$ cat src/rtl/alu_seq_ctrl.sv
// alu_seq_ctrl: multi-cycle sequencer feeding a 4-bit ALU stage one nibble per
// cycle, least-significant first. It chains the ALU carry between nibbles,
// assembles the wide result and returns it over a valid/ready handshake.
//
// Optional feature macro: ALU_SEQ_ACC_EN
//   When defined, the i_cmd_acc port exists. With i_cmd_acc = 1 at acceptance,
//   operand A is taken from the current result register instead of i_cmd_a.
//
// Ports
//   i_clk, i_rst_n            clock, synchronous active-low reset
//   i_cmd_valid/o_cmd_ready   command handshake
//   i_cmd_a, i_cmd_b          W-bit operands (W = 4*NIBBLES)
//   i_cmd_sel, i_cmd_cin      ALU select and carry-in for nibble 0
//   i_cmd_acc                 accumulate from previous result (ALU_SEQ_ACC_EN)
//   o_alu_a/b/sel/cin         current nibble drive to the ALU (0 outside EXEC)
//   i_alu_g, i_alu_cout       ALU result for the current nibble
//   o_res_valid/i_res_ready   result handshake
//   o_res_data, o_res_cout    assembled result, carry-out of the last nibble
//   o_res_zero                o_res_data == 0
module alu_seq_ctrl #(
   parameter int unsigned NIBBLES = 4
) (
   input  logic                   i_clk,
   input  logic                   i_rst_n,
   input  logic                   i_cmd_valid,
   output logic                   o_cmd_ready,
   input  logic [4*NIBBLES-1:0]   i_cmd_a,
   input  logic [4*NIBBLES-1:0]   i_cmd_b,
   input  logic [2:0]             i_cmd_sel,
   input  logic                   i_cmd_cin,
`ifdef ALU_SEQ_ACC_EN
   input  logic                   i_cmd_acc,
`endif
   output logic [3:0]             o_alu_a,
   output logic [3:0]             o_alu_b,
   output logic [2:0]             o_alu_sel,
   output logic                   o_alu_cin,
   input  logic [3:0]             i_alu_g,
   input  logic                   i_alu_cout,
   output logic                   o_res_valid,
   input  logic                   i_res_ready,
   output logic [4*NIBBLES-1:0]   o_res_data,
   output logic                   o_res_cout,
   output logic                   o_res_zero
);

   localparam int unsigned W  = 4 * NIBBLES;
   localparam int unsigned KW = $clog2(NIBBLES);
   localparam logic [KW-1:0] K_LAST = KW'(NIBBLES - 1);

   typedef enum logic [1:0] {
      IDLE = 2'd0,
      EXEC = 2'd1,
      DONE = 2'd2
   } state_t;

   state_t          state_q;
   logic [KW-1:0]   k_q;
   logic [W-1:0]    a_q;
   logic [W-1:0]    b_q;
   logic [W-1:0]    res_q;
   logic [2:0]      sel_q;
   logic            cin_q;
   logic            carry_q;
   logic            res_cout_q;
   logic            cmd_ready_q;
   logic            res_valid_q;
   logic            exec;
   logic [W-1:0]    a_src;

   // Operand A source at acceptance
`ifdef ALU_SEQ_ACC_EN
   assign a_src = i_cmd_acc ? res_q : i_cmd_a;
`else
   assign a_src = i_cmd_a;
`endif

   // Sequencer FSM with registered handshake flags
   always_ff @(posedge i_clk) begin
      if (!i_rst_n) begin
         state_q     <= IDLE;
         k_q         <= '0;
         a_q         <= '0;
         b_q         <= '0;
         res_q       <= '0;
         sel_q       <= '0;
         cin_q       <= 1'b0;
         carry_q     <= 1'b0;
         res_cout_q  <= 1'b0;
         cmd_ready_q <= 1'b0;
         res_valid_q <= 1'b0;
      end else begin
         case (state_q)
            IDLE: begin
               // cmd_ready_q stays low in the first post-reset cycle, so the
               // release edge itself never accepts a command
               if (cmd_ready_q && i_cmd_valid) begin
                  a_q         <= a_src;
                  b_q         <= i_cmd_b;
                  sel_q       <= i_cmd_sel;
                  cin_q       <= i_cmd_cin;
                  k_q         <= '0;
                  cmd_ready_q <= 1'b0;
                  state_q     <= EXEC;
               end else begin
                  cmd_ready_q <= 1'b1;
               end
            end
            EXEC: begin
               res_q[4*k_q +: 4] <= i_alu_g;
               carry_q           <= i_alu_cout;
               if (k_q == K_LAST) begin
                  res_cout_q  <= i_alu_cout;
                  res_valid_q <= 1'b1;
                  state_q     <= DONE;
               end else begin
                  k_q <= k_q + KW'(1);
               end
            end
            DONE: begin
               if (i_res_ready) begin
                  res_valid_q <= 1'b0;
                  cmd_ready_q <= 1'b1;
                  state_q     <= IDLE;
               end
            end
            default: begin
               state_q     <= IDLE;
               cmd_ready_q <= 1'b0;
               res_valid_q <= 1'b0;
            end
         endcase
      end
   end

   assign exec = (state_q == EXEC);

   // ALU drive decoded from registered state; quiet outside EXEC
   assign o_alu_a   = exec ? 4'(a_q >> {k_q, 2'b00}) : 4'h0;
   assign o_alu_b   = exec ? 4'(b_q >> {k_q, 2'b00}) : 4'h0;
   assign o_alu_sel = exec ? sel_q : 3'b000;
   assign o_alu_cin = exec & ((k_q == '0) ? cin_q : carry_q);

   assign o_cmd_ready = cmd_ready_q;
   assign o_res_valid = res_valid_q;
   assign o_res_data  = res_q;
   assign o_res_cout  = res_cout_q;
   assign o_res_zero  = (res_q == '0);

endmodule

$ cat config.mk
export PLATFORM = sky130hd
export DESIGN_NAME = alu_seq_ctrl
export DESIGN_NICKNAME = d
export VERILOG_FILES = /design/src/rtl/alu_seq_ctrl.sv
export SDC_FILE = /design/constraint.sdc
export NUM_CORES = 1
export LEC_CHECK = 0
export CORE_ASPECT_RATIO = 1.4
export CORE_UTILIZATION = 54
export CTS_BUF_LIST = sky130_fd_sc_hd__clkbuf_2
export CTS_CLUSTER_SIZE = 20
export DETAILED_ROUTE_END_ITERATION = 8
export GPL_ROUTABILITY_DRIVEN = 1
export PLACE_DENSITY_LB_ADDON = 0.1
export SYNTH_ARGS = -nofsm -noshare
export SYNTH_HDL_FRONTEND = slang
export SYNTH_SLANG_ARGS = --single-unit
export TNS_END_PERCENT = 1
$ cat constraint.sdc
create_clock -name i_clk -period 3.1 [get_ports i_clk]
set_input_delay 0.93 -clock i_clk [delete_from_list [all_inputs] [get_ports i_clk]]
set_output_delay 0.93 -clock i_clk [all_outputs]
set_load 0.02 [all_outputs]
Word level (Yosys, flattened, before mapping)

Cells that the tools add are included.

Bitwise operators: 3
Shift operators: 4
Mux-type cells: 18
Reductions and logical operators: 11
Equal/unequal tests: 7
$add $sub $neg: 2

Operator list:

| cell                    | count |
|---|---|
| $neg 4->34              | 1 |
| $shift 4x34->16 const A | 1 |
| $shiftx 4x34->16        | 1 |
| $shr 16x4->4            | 2 |
| $bwmux 16               | 1 |
| $logic_not 16->1        | 1 |
| $mux 2                  | 5 |
| $reduce_and 3->1        | 3 |
| $mux 4                  | 2 |
| $ne 2x2->1 const B      | 3 |
| $pmux 1 s3              | 2 |
| $pmux 2 s3              | 1 |
| $reduce_and 2->1        | 3 |
| $mux 1                  | 5 |
| $eq 2x2->1 const B      | 2 |
| $logic_not 2->1         | 2 |
| $pmux 2 s2              | 1 |
| $mux 3                  | 1 |
| $add 2x1->2 const B     | 1 |
| $eq 2x1->1 const B      | 1 |
| $ne 2x1->1 const B      | 1 |
| $not 1->1               | 2 |
| $reduce_bool 2->1       | 1 |
| $and 1x1->1             | 1 |
| $logic_and 1x1->1       | 1 |

Bits of input ports: 45
Logic and storage cells: 56
Output and inout port bits: 32
Bits in registers: 60

Logic depth before layout (Yosys ltp)

Word-level depth: 3
Gate-level depth with buffers: 7
Mapped depth without buffers: 5

Least setup slack after synthesis

OpenSTA, ideal clock, no wires.

Path type: reg-to-output
From: register k_q[1]
To: output o_alu_cin
Cell stages (with the launch flop): 6
Arrival time: 1.405 ns
Path slack: 0.765 ns
Path buffers: 1
Path through: dfxtp_1 clkbuf_1 inv_1 ha_1 mux2i_1 nor2_1

Cells in the longest elaborated chain, start to end: 3

Ends and longest elaborated chain:

| element                | RTL line | RTL |
|---|---|---|
| from (decl)            | 58       | `logic [KW-1:0] k_q;` |
| from (signal assigned) | 117      | `k_q <= k_q + KW'(1);` |
| $logic_not 2->1        | 142      | `assign o_alu_cin = exec & ((k_q == '0) ? cin_q : carry_q);` |
| $mux 1                 | 142      |  |
| $and 1x1->1            | 142      |  |
| to (decl)              | 37       | `output logic o_alu_cin,` |

No other way between the ends.

Final worst setup path

From: register k_q[0]
To: output o_alu_a[3]

Cells in the longest elaborated chain, start to end: 2

Ends and longest elaborated chain:

| element      | RTL line | RTL |
|---|---|---|
| $shr 16x4->4 | 139      | `assign o_alu_a = exec ? 4'(a_q >> {k_q, 2'b00}) : 4'h0;` |
| $mux 4       | 139      |  |
| to (decl)    | 34       | `output logic [3:0] o_alu_a,` |

No other way between the ends.

==> results.md <==
Timing:
- Of the available clock period, the critical path in the final layout requires 0.9642.
- Based on the critical path, the design can be clocked at up to about 330 MHz.
- Hold timing on the final database bottoms out at a slack of ~0.47 ns.
- The final hold violation count is 0.
- Setup repair after global routing left no endpoint under its margin.
- The smallest clock period supported by the final layout is computed as about 3 ns.
- The worst-margin pin slew is about 0.5 ns.
- The final number of max-transition violations was 0.
- In the final timing run, aggregate negative setup slack is 0 ns.
- The normalized max-slew margin is 0.6753.
- Setup violations remaining at the end of the flow were counted as 0.
- Across the routed clock network, the largest skew measured is just under 0.01 ns.

Power:
- Across the VDD grid, the largest voltage drop is ~0.00028 V.
- The portion of total power attributed to the clock network is 0.305.
- For this design the ratio of total power to cell area is approximately 400 nW/um^2.
- The cell internal power dissipation is between 1 and 1.5 mW.
- The leakage component of the power is 1.416 nW.
- The sequential power share is 0.531.
- Of the total power, the share spent switching nets is 0.2751.
- The combinational fraction of design power is 0.165.
- Summed over all nets, the switching power comes to roughly 0.43 mW.

Drt:
- The routed layout has between 2000 and 2500 vias.
- The post-route DRC violation count is 0.
- Wires add up to between 6 and 7 mm.
- The DRC marker count from the first detailed-route iteration is between 100 and 150.
- The detail route stage leaves a number of antenna-violating nets equal to 0.
- After detailed routing, the average wire length per cell comes to between 10 and 15 um.
- The average vias per placed instance is ~5.4.
- Before antenna repair, the detailed router went through 4 iterations.

Run:
- Max-cap violations in this run came to 0.

Floorplanning:
- The area enclosed by the die boundary is around 5700 sq um.
- The height of the chip is slightly below 90 um.
- The die outline width is 63.97 um.
- The number of top-level design ports is a little under 80.
- Row generation in the floorplan step produced 31 rows.
- The starting density of the core is 0.5627.
- The core area is 5159 sq um.

Critical path:
- Of all nets on the critical path, the largest fanout is 5.
- STA classifies the critical path startpoint as a flop.
- The cell with the largest stage delay on the worst path is mux4_1.
- Together, buffers and inverters on the worst path number 2.
- The cell type group with the largest total delay on the critical path is multiplexers.
- The signal arrival time at the worst endpoint is approximately 2.1 ns.
- The worst setup path is captured at an output pin.
- The worst path required time is approximately 2.2 ns.
- Walking the worst path, the cells encountered are buf_6 -> mux4_1 -> and2_1 -> dlygate4sd2_1.
- The critical path class is reg -> out.
- In this design, the stage delay of the slowest critical-path cell is between 0.5 and 0.6 ns.

Global routing:
- The overall routing resource usage is 0.2450.
- The first-pass GRT wire length is around 10 mm.
- The number of global-route vias before repair was around 2300.
- The maximum number of pins on one net before global-route repair is 38.
- The number of antenna violations at the first check in global routing is 0.
- The aggregate global routing overflow is 0.

Clocking:
- The count of hold-fix buffers inserted at cts is 0.
- The clock edge transition at the registers on the reported setup and hold paths is between 0.15 and 0.2 ns.
- The TritonCTS buffer count is 9.
- The clock network latency to the later pin of the worst-skew pair is 0.48 ns.
- In this run the clock root is driven by a clkbuf_2.
- The clock tree synthesis step divided the H-tree into 3 levels.
- Buffers added to address setup during post-CTS repair amount to 0.
- The TritonCTS clock tree is done.
- Clock tree synthesis found a total of 60 sinks.
- The clock passes through at most 2 buffers.

Yosys:
- The sequential area share after synthesis is 0.4138.
- For this run, asynchronously set or reset flops after synthesis account for 0.
- Among all flip-flop cells after synthesis, the most frequent one is dfxtp_1.
- Counting every net in the synthesized netlist gives 354.
- The Yosys step of the flow raised 0 warnings.
- The number of register bits inferred by synthesis is 60.
- After synthesis the cells add up to about 2900 sq um.
- The number of different library cells used by synthesis comes to 42.
- The synthesized design contains 0 enable-type register cells.
- The mean cell area of the mapped netlist is between 9 and 10 sq um.
- The post-synthesis cell count is roughly 300.

Layout:
- The count of filler cells inserted in the layout is 404.
- 0 antenna diodes ended up in the layout.
- The net count of the finished layout is approximately 430.
- The multi-input combinational cells in the finished layout cover a total of 1541 sq um.
- The post-synthesis to final-layout area growth is 30.13%.
- In the final layout, flip-flops and latches occupy 1206 sq um.
- The share of final-layout standard cells stronger than drive strength 1 is 0.1828.

Place:
- The HPWL after detailed placement is between 4 and 5 mm.
- At the end of routability-driven placement, the weighted congestion stood at 0.7604.
- The quantity of I/O buffers inserted on ports is 76.

Run status:
- The flow ran to the end, and the final reports show no timing, DRC or antenna violations.

Hold path:
- The class of the most critical hold timing path is reg -> reg.
## worst register-to-register path: cells and delay by family (launching register included)
family          cells  cell delay [ns]
simple gates        2             0.48
flops               1             0.42
buf+inv             2             0.27
compound gates      1             0.26
fa+ha+maj           1             0.25
## area by class of cell
type	instances	area share
clock inverter	6	0.01457
inverter	3	0.002981
timing repair buffer	86	0.2199
clock buffer	10	0.01325
tap	66	0.02186
multi-input combinational	218	0.4081
sequential	60	0.3193
## timing repair
item,4_1_cts,5_1_grt
pin swaps,0,0
hold endpoints to repair,0,0
setup endpoints to repair,12,5
gates resized for setup,11,4
## final timing paths
| kind | slack (ns) | depth (start not counted) | to | start |
|---|---|---|---|---|
| setup / recovery | 0.11 | 4 | o_alu_a[3] | k_q[0] |
| hold / removal | 0.47 | 2 | sel_q[0] | sel_q[0] |
| setup reg to reg | 1.36 | 6 | o_res_data[10] | k_q[0] |
| hold reg to reg | 0.47 | 2 | sel_q[0] | sel_q[0] |
## power by group through the flow
stage	clock network (mW)	logic [mW]	registers, mW
floorplan	0	0.155	0.837
global placement	0	0.250	0.835
detailed placement	0	0.255	0.837
CTS	0.479	0.255	0.820
global route	0.522	0.276	0.826
finish	0.471	0.255	0.821
## metrics by stage
step	utilization	setup slack, ns	cell area (sq um)	cells	power (mW)
after floorplan	-	0.7653	2903	303	0.9925
after global placement	0.7094	0.2906	3660	433	1.085
after detailed placement	0.7094	0.2557	3660	433	1.091
after CTS	0.7293	0.02106	3762	449	1.555
after global routing	0.7322	0.007187	3777	449	1.624
final	0.7322	0.1108	3777	449	1.546
## cells in the final DEF, fill, tap and decap left out, types with 3 or more instances in the layout
cell / instances
nand2_1: 98
dfxtp_1: 58
mux4_1: 4
a32oi_1: 4
nor2b_1: 4
buf_4: 9
nand2_2: 3
inv_1: 3
a21boi_0: 10
and2_1: 11
dlygate4sd2_1: 7
nor4_1: 3
o22ai_1: 12
a21boi_2: 30
clkdlybuf4s50_1: 66
ha_1: 6
clkbuf_2: 10
mux4_2: 4
## kinds of logic (layout without fill, tap and decap cells)
group | count (synthesis) | in the layout | synth area share
DFF | 60 | 60 | 0.4138
buffers and inverters | 25 | 105 | 0.05776
adders and majority gates | 6 | 6 | 0.02586
AOI/OAI and AO/OA | 62 | 62 | 0.1948
muxes | 10 | 10 | 0.07414
and+or+nand+nor | 140 | 140 | 0.2336
## sequential cells by signal, indices dropped and copies added, names as in the netlist
register	flops
a_q	16
b_q	16
carry_q	1
cin_q	1
k_q	2
o_cmd_ready	1
o_res_cout	1
o_res_data	16
o_res_valid	1
sel_q	3
state_q	2
## metal layers
metal  GRT usage  share of wire
met1      0.2815           0.42
met2      0.4294           0.50
met3     0.07088          0.059
met4     0.09298          0.014
met5           0              0
## cell usage after synthesis (all sizes together) (3+ instances only)
library cell  count  share of area
o22ai            12          0.026
and2             11          0.024
nand2           101           0.13
nor4              4         0.0086
dfxtp            60           0.41
and3b             3         0.0095
clkbuf            9          0.012
a32oi             4          0.012
nor2b             4         0.0086
buf              13          0.042
ha                6          0.026
mux4              8          0.067
a21boi           40           0.14
inv               3         0.0039
Note: power is estimated with default switching activity, not from simulation.
